File: config.mk
export PLATFORM = sky130hd
export DESIGN_NAME = ws2812b_pixel_feeder
export DESIGN_NICKNAME = d
export VERILOG_FILES = /design/src/rtl/ws2812b_pixel_feeder.sv
export SDC_FILE = /design/constraint.sdc
export NUM_CORES = 1
export LEC_CHECK = 0
export BUFFER_PORTS_ARGS = -buffer_cell sky130_fd_sc_hd__buf_2
export CORE_MARGIN = 2
export CORE_UTILIZATION = 46
export CTS_BUF_LIST = sky130_fd_sc_hd__clkbuf_16
export CTS_CLUSTER_SIZE = 8
export DETAILED_ROUTE_END_ITERATION = 6
export PLACE_DENSITY = 0.65
export REMOVE_ABC_BUFFERS = 1
export SYNTH_ARGS = -nofsm -noshare
export SYNTH_HDL_FRONTEND = slang
export SYNTH_SLANG_ARGS = --single-unit
File: constraint.sdc
create_clock -name clk -period 6.5 [get_ports clk]
set_clock_uncertainty 0.05 [all_clocks]
set_input_delay 0.325 -clock clk [delete_from_list [all_inputs] [get_ports clk]]
set_output_delay 0.325 -clock clk [all_outputs]
set_load 0.02 [all_outputs]
File: src/rtl/ws2812b_pixel_feeder.sv
`default_nettype none
// ============================================================================
// Module  : ws2812b_pixel_feeder
// Brief   : Scales/masks GRB pixels, loads the WS2812B driver shift register,
//           strobes transmit and holds the latch gap after each frame.
// Rev     : 1.0  initial release
// ============================================================================
module ws2812b_pixel_feeder #(
  parameter int LATCH_CYCLES   = 6000,
  parameter int BITS_PER_PIXEL = 24
) (
  input  logic        clk,
  input  logic        rst_n,
  input  logic        in_valid,
  output logic        in_ready,
  input  logic [23:0] in_data,
  input  logic        in_last,
  input  logic [7:0]  brightness,
  input  logic [2:0]  chan_mask,
  output logic        serial_out,
  output logic        transmit,
  input  logic        shift,
  output logic        busy,
  output logic        frame_done
);

  localparam int          LW         = (LATCH_CYCLES > 1) ? $clog2(LATCH_CYCLES) : 1;
  localparam logic [LW-1:0] LATCH_LAST = LW'(LATCH_CYCLES - 1);
  localparam logic [4:0]  LAST_BIT   = 5'(BITS_PER_PIXEL - 1);

  localparam logic [2:0] S_IDLE     = 3'd0;
  localparam logic [2:0] S_SCALE    = 3'd1;
  localparam logic [2:0] S_SEND     = 3'd2;
  localparam logic [2:0] S_SHIFTING = 3'd3;
  localparam logic [2:0] S_LATCH    = 3'd4;

  logic [2:0]    state_q,       state_d;
  logic [23:0]   shift_q,       shift_d;
  logic [23:0]   data_q,        data_d;
  logic          last_q,        last_d;
  logic [4:0]    bit_cnt_q,     bit_cnt_d;
  logic [LW-1:0] latch_cnt_q,   latch_cnt_d;
  logic          frame_start_q, frame_start_d;
  logic [7:0]    bright_q,      bright_d;
  logic [2:0]    mask_q,        mask_d;

  logic [7:0]    bright_eff;
  logic [2:0]    mask_eff;

  // (c * (b+1)) >> 8 keeps b=255 an exact passthrough.
  function automatic logic [7:0] scale_chan(input logic [7:0] c, input logic [7:0] b,
                                            input logic m);
    logic [15:0] p;
    p = {8'h00, c} * ({8'h00, b} + 16'd1);
    return m ? p[15:8] : 8'h00;
  endfunction

  always_ff @(posedge clk or negedge rst_n) begin
    if (!rst_n) begin
      state_q       <= S_IDLE;
      shift_q       <= 24'h0;
      data_q        <= 24'h0;
      last_q        <= 1'b0;
      bit_cnt_q     <= 5'd0;
      latch_cnt_q   <= '0;
      frame_start_q <= 1'b1;
      bright_q      <= 8'hFF;
      mask_q        <= 3'b111;
    end else begin
      state_q       <= state_d;
      shift_q       <= shift_d;
      data_q        <= data_d;
      last_q        <= last_d;
      bit_cnt_q     <= bit_cnt_d;
      latch_cnt_q   <= latch_cnt_d;
      frame_start_q <= frame_start_d;
      bright_q      <= bright_d;
      mask_q        <= mask_d;
    end
  end

  // Scale settings are sampled only on the first pixel of a frame.
  assign bright_eff = frame_start_q ? brightness : bright_q;
  assign mask_eff   = frame_start_q ? chan_mask  : mask_q;

  always_comb begin
    state_d       = state_q;
    shift_d       = shift_q;
    data_d        = data_q;
    last_d        = last_q;
    bit_cnt_d     = bit_cnt_q;
    latch_cnt_d   = latch_cnt_q;
    frame_start_d = frame_start_q;
    bright_d      = bright_q;
    mask_d        = mask_q;
    case (state_q)
      S_IDLE: begin
        if (in_valid) begin
          data_d  = in_data;
          last_d  = in_last;
          state_d = S_SCALE;
        end
      end
      S_SCALE: begin
        if (frame_start_q) begin
          bright_d      = brightness;
          mask_d        = chan_mask;
          frame_start_d = 1'b0;
        end
        shift_d   = {scale_chan(data_q[23:16], bright_eff, mask_eff[2]),
                     scale_chan(data_q[15:8],  bright_eff, mask_eff[1]),
                     scale_chan(data_q[7:0],   bright_eff, mask_eff[0])};
        bit_cnt_d = 5'd0;
        state_d   = S_SEND;
      end
      S_SEND: begin
        state_d = S_SHIFTING;
      end
      S_SHIFTING: begin
        if (shift) begin
          shift_d   = {shift_q[22:0], 1'b0};
          bit_cnt_d = bit_cnt_q + 5'd1;
          if (bit_cnt_q == LAST_BIT) begin
            state_d = last_q ? S_LATCH : S_IDLE;
          end
        end
      end
      S_LATCH: begin
        if (latch_cnt_q == LATCH_LAST) begin
          latch_cnt_d   = '0;
          frame_start_d = 1'b1;
          state_d       = S_IDLE;
        end else begin
          latch_cnt_d = latch_cnt_q + 1'b1;
        end
      end
      default: state_d = S_IDLE;
    endcase
  end

  always_comb begin
    in_ready   = rst_n && (state_q == S_IDLE);
    transmit   = (state_q == S_SEND);
    serial_out = (state_q != S_LATCH) && shift_q[23];
    busy       = (state_q != S_IDLE);
    frame_done = (state_q == S_LATCH) && (latch_cnt_q == LATCH_LAST);
  end

endmodule
`default_nettype wire

=== Word level (Yosys, flattened, before mapping) ===
Cells that the tools add are included.

* Register bits: 82
* Word-level logic and storage cells: 55
* Output and inout port bits: 5
* Input port bits: 40

* Reductions and logical operators: 11
* Equality and inequality tests: 11
* Multiplexer cells: 18
* Multiply operators: 3
* Add/subtract/negate cells: 3

{| class="wikitable"
|+ Operators by type and width
! operator !! number
|-
| case mux 24 bit (2 select lines) || 1
|-
| multiplier 8 x 16 -> 16 bit || 2
|-
| two-way mux 8 bit || 4
|-
| two-way mux 24 bit || 1
|-
| two-way mux 3 bit || 6
|-
| multiplier 8 x 9 -> 16 bit || 1
|-
| case mux 3 bit (5 select lines) || 1
|-
| adder 13 x 1 -> 13 bit (second input constant) || 1
|-
| equality test 13 bit (second input constant) || 1
|-
| two-way mux 13 bit || 1
|-
| case mux 5 bit (2 select lines) || 1
|-
| adder 8 x 1 -> 9 bit (second input constant) || 1
|-
| inequality test 2 bit (second input constant) || 4
|-
| equality test 3 x 2 -> 1 bit (second input constant) || 2
|-
| AND reduction 2 bit || 3
|-
| adder 5 x 1 -> 5 bit (second input constant) || 1
|-
| equality test 5 bit (second input constant) || 1
|-
| two-way mux 5 bit || 1
|-
| AND reduction 4 bit || 1
|-
| nonzero test 2 bit || 2
|-
| equality test 3 x 1 -> 1 bit (second input constant) || 1
|-
| equality test 3 bit (second input constant) || 1
|-
| logical AND 1 bit || 3
|-
| zero test 3 bit || 1
|-
| other kinds (4) || 4
|}

=== Longest topological paths before layout ===
* Word-level depth: 5
* Depth in mapped cells: 24

=== Worst setup path after synthesis ===
Ideal clock, no wire load.

* Path kind: register to register
* From: register frame_start_q
* To: register shift_q[4]
* Path buffers: 3
* Data arrival time: 6.134 ns
* Setup slack: 0.194 ns
* Data required time: 6.329 ns
* Cell stages (with the launch flop): 24
* Clock period less this slack: 6.306 ns
* Cells stage by stage: dfstp_2 -> buf_6 -> buf_2 -> mux2_2 -> ha_1 -> nand4b_1 -> and2_1 -> a21oi_1 -> xnor2_1 -> clkbuf_1 -> and2_1 -> fa_1 -> fa_1 -> fa_1 -> inv_1 -> fa_1 -> inv_1 -> ha_1 -> a21o_1 -> a21o_1 -> a2111oi_0 -> o21ai_0 -> and3b_1 -> o22a_1

* Cells in the longest elaborated chain, start to end: 5
* Elaborated cells between the ends (all ways): 6
* Those cells by class: add/sub (1); mul (1); mux (4)

{| class="wikitable"
|+ RTL lines
! element !! line !! source
|-
| start: declaration || 43 || <nowiki>logic frame_start_q, frame_start_d;</nowiki>
|-
| start signal: assignment || 76 || <nowiki>frame_start_q <= frame_start_d;</nowiki>
|-
| two-way mux 8 bit || -- ||
|-
| net bright_eff[1] || 47 || <nowiki>logic [7:0] bright_eff;</nowiki>
|-
| adder 8 x 1 -> 9 bit || 54 || <nowiki>p = {8'h00, c} * ({8'h00, b} + 16'd1);</nowiki>
|-
| multiplier 8 x 9 -> 16 bit || 54 ||
|-
| two-way mux 8 bit || 55 || <nowiki>return m ? p[15:8] : 8'h00;</nowiki>
|-
| case mux 24 bit (2 select lines) || 96 || <nowiki>case (state_q)</nowiki>
|-
| end signal: assignment || 71 || <nowiki>shift_q <= shift_d;</nowiki>
|-
| end: declaration || 38 || <nowiki>logic [23:0] shift_q, shift_d;</nowiki>
|}

The timed path passes the listed nets, and every way through them passes these cells.
A chain may end at the register's enable or synchronous reset.

=== Final worst setup path ===
Same ends and word-level chain as after synthesis.

==> flow_summary_export.csv <==
group,metric,value,unit
synth,yosys.area.top_type_share,23.05,%
worst_setup_path,critPathBufInv,4,
clocking,cts.sinks,82,
worst_setup_path,cp_slowest_cell,"dfstp_2",
sta,hold_viol_final,0,
synth,synth-seq-cells,82,
die,die_w,154.5,um
worst_setup_path,cpLargestDelayFamily,"adder cells",
synth,synth_enable_flop_cells,0,
synth,synth_area,10420,um2
synth,synth_top_area_cell,"fa_1",
detailed_routing,first_iter_violations,293,
detailed_routing,wl_per_cell,16.59,um
worst_setup_path,max_stage_delay,0.61,ns
job,cap_violations,0,
synth,synth-main-ff-cell,"dfrtp_1",
worst_setup_path,crit_path_frequent_cell,"fa_1",
detailed_routing,drc,0,
worst_setup_path,worstPathCellList,"mux2i_2 > inv_2 > ha_1 > nand4b_1 > and2_1 > xor2_1 > buf_4 > and2_1 > fa_1 > fa_1 > fa_1 > inv_1 > fa_1 > inv_1 > ha_1 > a21o_1 > a21o_1 > a2111oi_1 > o21ai_0 > and3b_1 > o22a_1",
global_route,grt_pass1_wl,41.01,mm
power,pwr_density_cell,185.1,nW/um2
die,die_h,154.5,um
clocking,cts_root_buffer,"clkbuf_16",
cells_and_area,nNetsFinal,1393,
clocking,cts_inserted_buffers,9,
synth,yosysSeqAreaShare,19.83,%
synth,ys_types,70,
worst_setup_path,critPathArrivalTime,6.37,ns
synth,synth_warnings,0,
power,total_power,0.002090,W
power,max-vdd-ir-drop,0.1445,mV
global_route,grt_util_met1,27.80,%
clocking,cts_tree,"built",
worst_setup_path,required,6.70,ns
sta,whs,0.1347,ns
hold_path,hold_path_class,"primary input to flop",
detailed_routing,vias,7764,
synth,synth_cells,1109,
global_route,antenna_found_initial,0,
power,leakagePower,5.810,nW
clocking,htreeDepth,3,
global_route,grtUsageMet3,3.054,%
global_route,grt_pass1_vias,8194,
synth,synth.avg_cell_area,9.398,um2
sta,rsz0062_at_grt,"false",
clocking,clk_path_buf_depth,2,
placement,dp.final_hpwl,18.00,mm
cells_and_area,syn2layout_area_growth,8.307,%
cells_and_area,drive_above_1_share,12.55,%
sta,worstMarginPinSlew,1.040,ns
global_route,grt.busiest_layer,"met2",
clocking,post_cts_buffers,0,
detailed_routing,via_per_inst,5.452,
worst_setup_path,path_class,"flop to flop",
die,core-area,22430,um2
sta,finalCritPeriodShare,94.89,%
synth,ys_async_sr_fraction,100.0,%
die,initial_core_util,46.46,%
sta,slew_headroom,30.64,%
placement,gp_congestion,0.8657,
clocking,path_clk_slew,0.08,ns
sta,min_period,6.168,ns
detailed_routing,firstDrtPassIters,5,
synth,yosysMostFrequentCell,"and2_1",
cells_and_area,antenna_cells,0,
global_route,grtUsageTotal,21.35,%
outcome,status,"finished, final reports clean",
clocking,insertion_delay,0.36,ns
die,io_pins,45,
sta,setup_viol,0,
worst_setup_path,worstSetupEndpointType,"flop",
synth,synth_common_cells,"and2_1 (172), inv_1 (153), fa_1 (120)",
detailed_routing,drt_wl_total,23.63,mm
sta,report.final.slew_viol_count,0,
global_route,grt_overflow_total,0,
placement,numPortBuffers,44,
die,dieArea,23880,um2
global_route,met2_usage,37.37,%
worst_setup_path,startpoint_type,"flop",
detailed_routing,antenna_left,0,
die,rows,55,
global_route,grt_max_degree,61,
synth,ys_top_cells_by_area,"fa_1 (23%), dfrtp_1 (17%), ha_1 (12%), and2_1 (10%), inv_1 (5.5%)",
sta,clock.fmax,0.1621,GHz
worst_setup_path,critPathMaxFanout,10,
-- cell usage in the layout (no fill, tap or decap), drive strengths merged, types with 5 or more instances in the layout --
cell	synthesis	layout
a211oi	7	7
a21o	16	16
a21oi	28	28
a221oi	6	6
a22oi	10	10
and2	172	172
and3	9	9
and4	5	5
buf	17	62
clkbuf	32	9
dfrtp	70	70
dfstp	12	12
fa	120	120
ha	99	99
inv	154	158
mux2	35	35
mux2i	11	11
nand2	82	82
nand3	14	14
nand4	10	10
nand4b	5	5
nor2	41	41
nor2b	5	5
nor3	8	8
o21ai	31	31
o22ai	5	5
xnor2	25	25
xor2	16	16
-- where the power goes --
part	internal [W]	switching, W	total (W)	leakage [nW]
sequential	0.000619	0.000120	0.000739	1.00
combinational	0.000349	0.000465	0.000813	4.66
clock	0.000275	0.000263	0.000538	0.150
-- per-layer routing --
| layer | vias up | share of wire [%] | routed length [um] |
|---|---|---|---|
| met5 | - | 0 | 0 |
| met4 | 0 | 1.9 | 445 |
| met3 | 31 | 3.2 | 756 |
| met2 | 121 | 50 | 11750 |
| met1 | 3946 | 45 | 10680 |
| li1 | 3666 | - | - |
-- area by class of cell --
type	instances	area, um2
clock buffer	9	225.2
clock inverter	7	81.33
timing repair buffer	63	367.9
sequential	82	2067
fill	2142	11150
inverter	154	578.1
multi-input combinational	824	7612
tap	285	356.6
-- path summary, 6_finish.rpt --
path | startpoint | end | slack [ns] | depth (start not counted)
worst max-delay path | frame_start_q$_DFFE_PN1P_ | shift_q[4]$_DFFE_PN0P_ | 0.33 | 21
worst min-delay path | in_last | last_q$_DFFE_PN0P_ | 0.13 | 2
worst max register to register | frame_start_q$_DFFE_PN1P_ | shift_q[4]$_DFFE_PN0P_ | 0.33 | 21
worst min register to register | mask_q[0]$_DFFE_PN1P_ | mask_q[0]$_DFFE_PN1P_ | 0.42 | 2
max in group asynchronous | rst_n | data_q[3]$_DFFE_PN0P_ | 4.94 | 3
min in group asynchronous | rst_n | latch_cnt_q[0]$_DFFE_PN0P_ | 0.33 | 2
-- logic make-up after synthesis --
logic type | Yosys count | share of synthesized area (%)
and+or+nand+nor | 380 | 20.23
xor gates and xnor gates | 41 | 3.445
DFF | 82 | 19.83
adders and majority gates | 219 | 34.93
muxes | 46 | 4.838
AOI/OAI and AO/OA | 138 | 9.268
buffers and inverters | 203 | 7.455
-- per-stage QoR --
| step | area (um2) | setup TNS [ns] | setup slack [ns] | utilization [%] | std cells |
|---|---|---|---|---|---|
| global route | 11290 | 0 | 0.008711 | 50.32 | 1424 |
| detailed placement | 10970 | 0 | 0.2591 | 48.90 | 1407 |
| CTS | 11290 | 0 | 0.2406 | 50.31 | 1424 |
| floorplan | 10220 | -5.408 | -0.6257 | - | 1060 |
| global placement | 10970 | 0 | 0.4878 | 48.90 | 1407 |
| finish | 11290 | 0 | 0.3320 | 50.32 | 1424 |
-- registers in the layout (all words and copies together) (netlist names) --
| signal | cells |
|---|---|
| data_q | 24 |
| bit_cnt_q | 5 |
| mask_q | 3 |
| frame_start_q | 1 |
| state_q | 3 |
| bright_q | 8 |
| latch_cnt_q | 13 |
| last_q | 1 |
| shift_q | 24 |
-- what timing repair did --
action                     4_1_cts  5_1_grt
setup endpoints to repair        0        1
resized for setup                0        1
hold endpoints to repair        22        0
hold buffers                     1        0
Power figures use the tool's default switching activity.
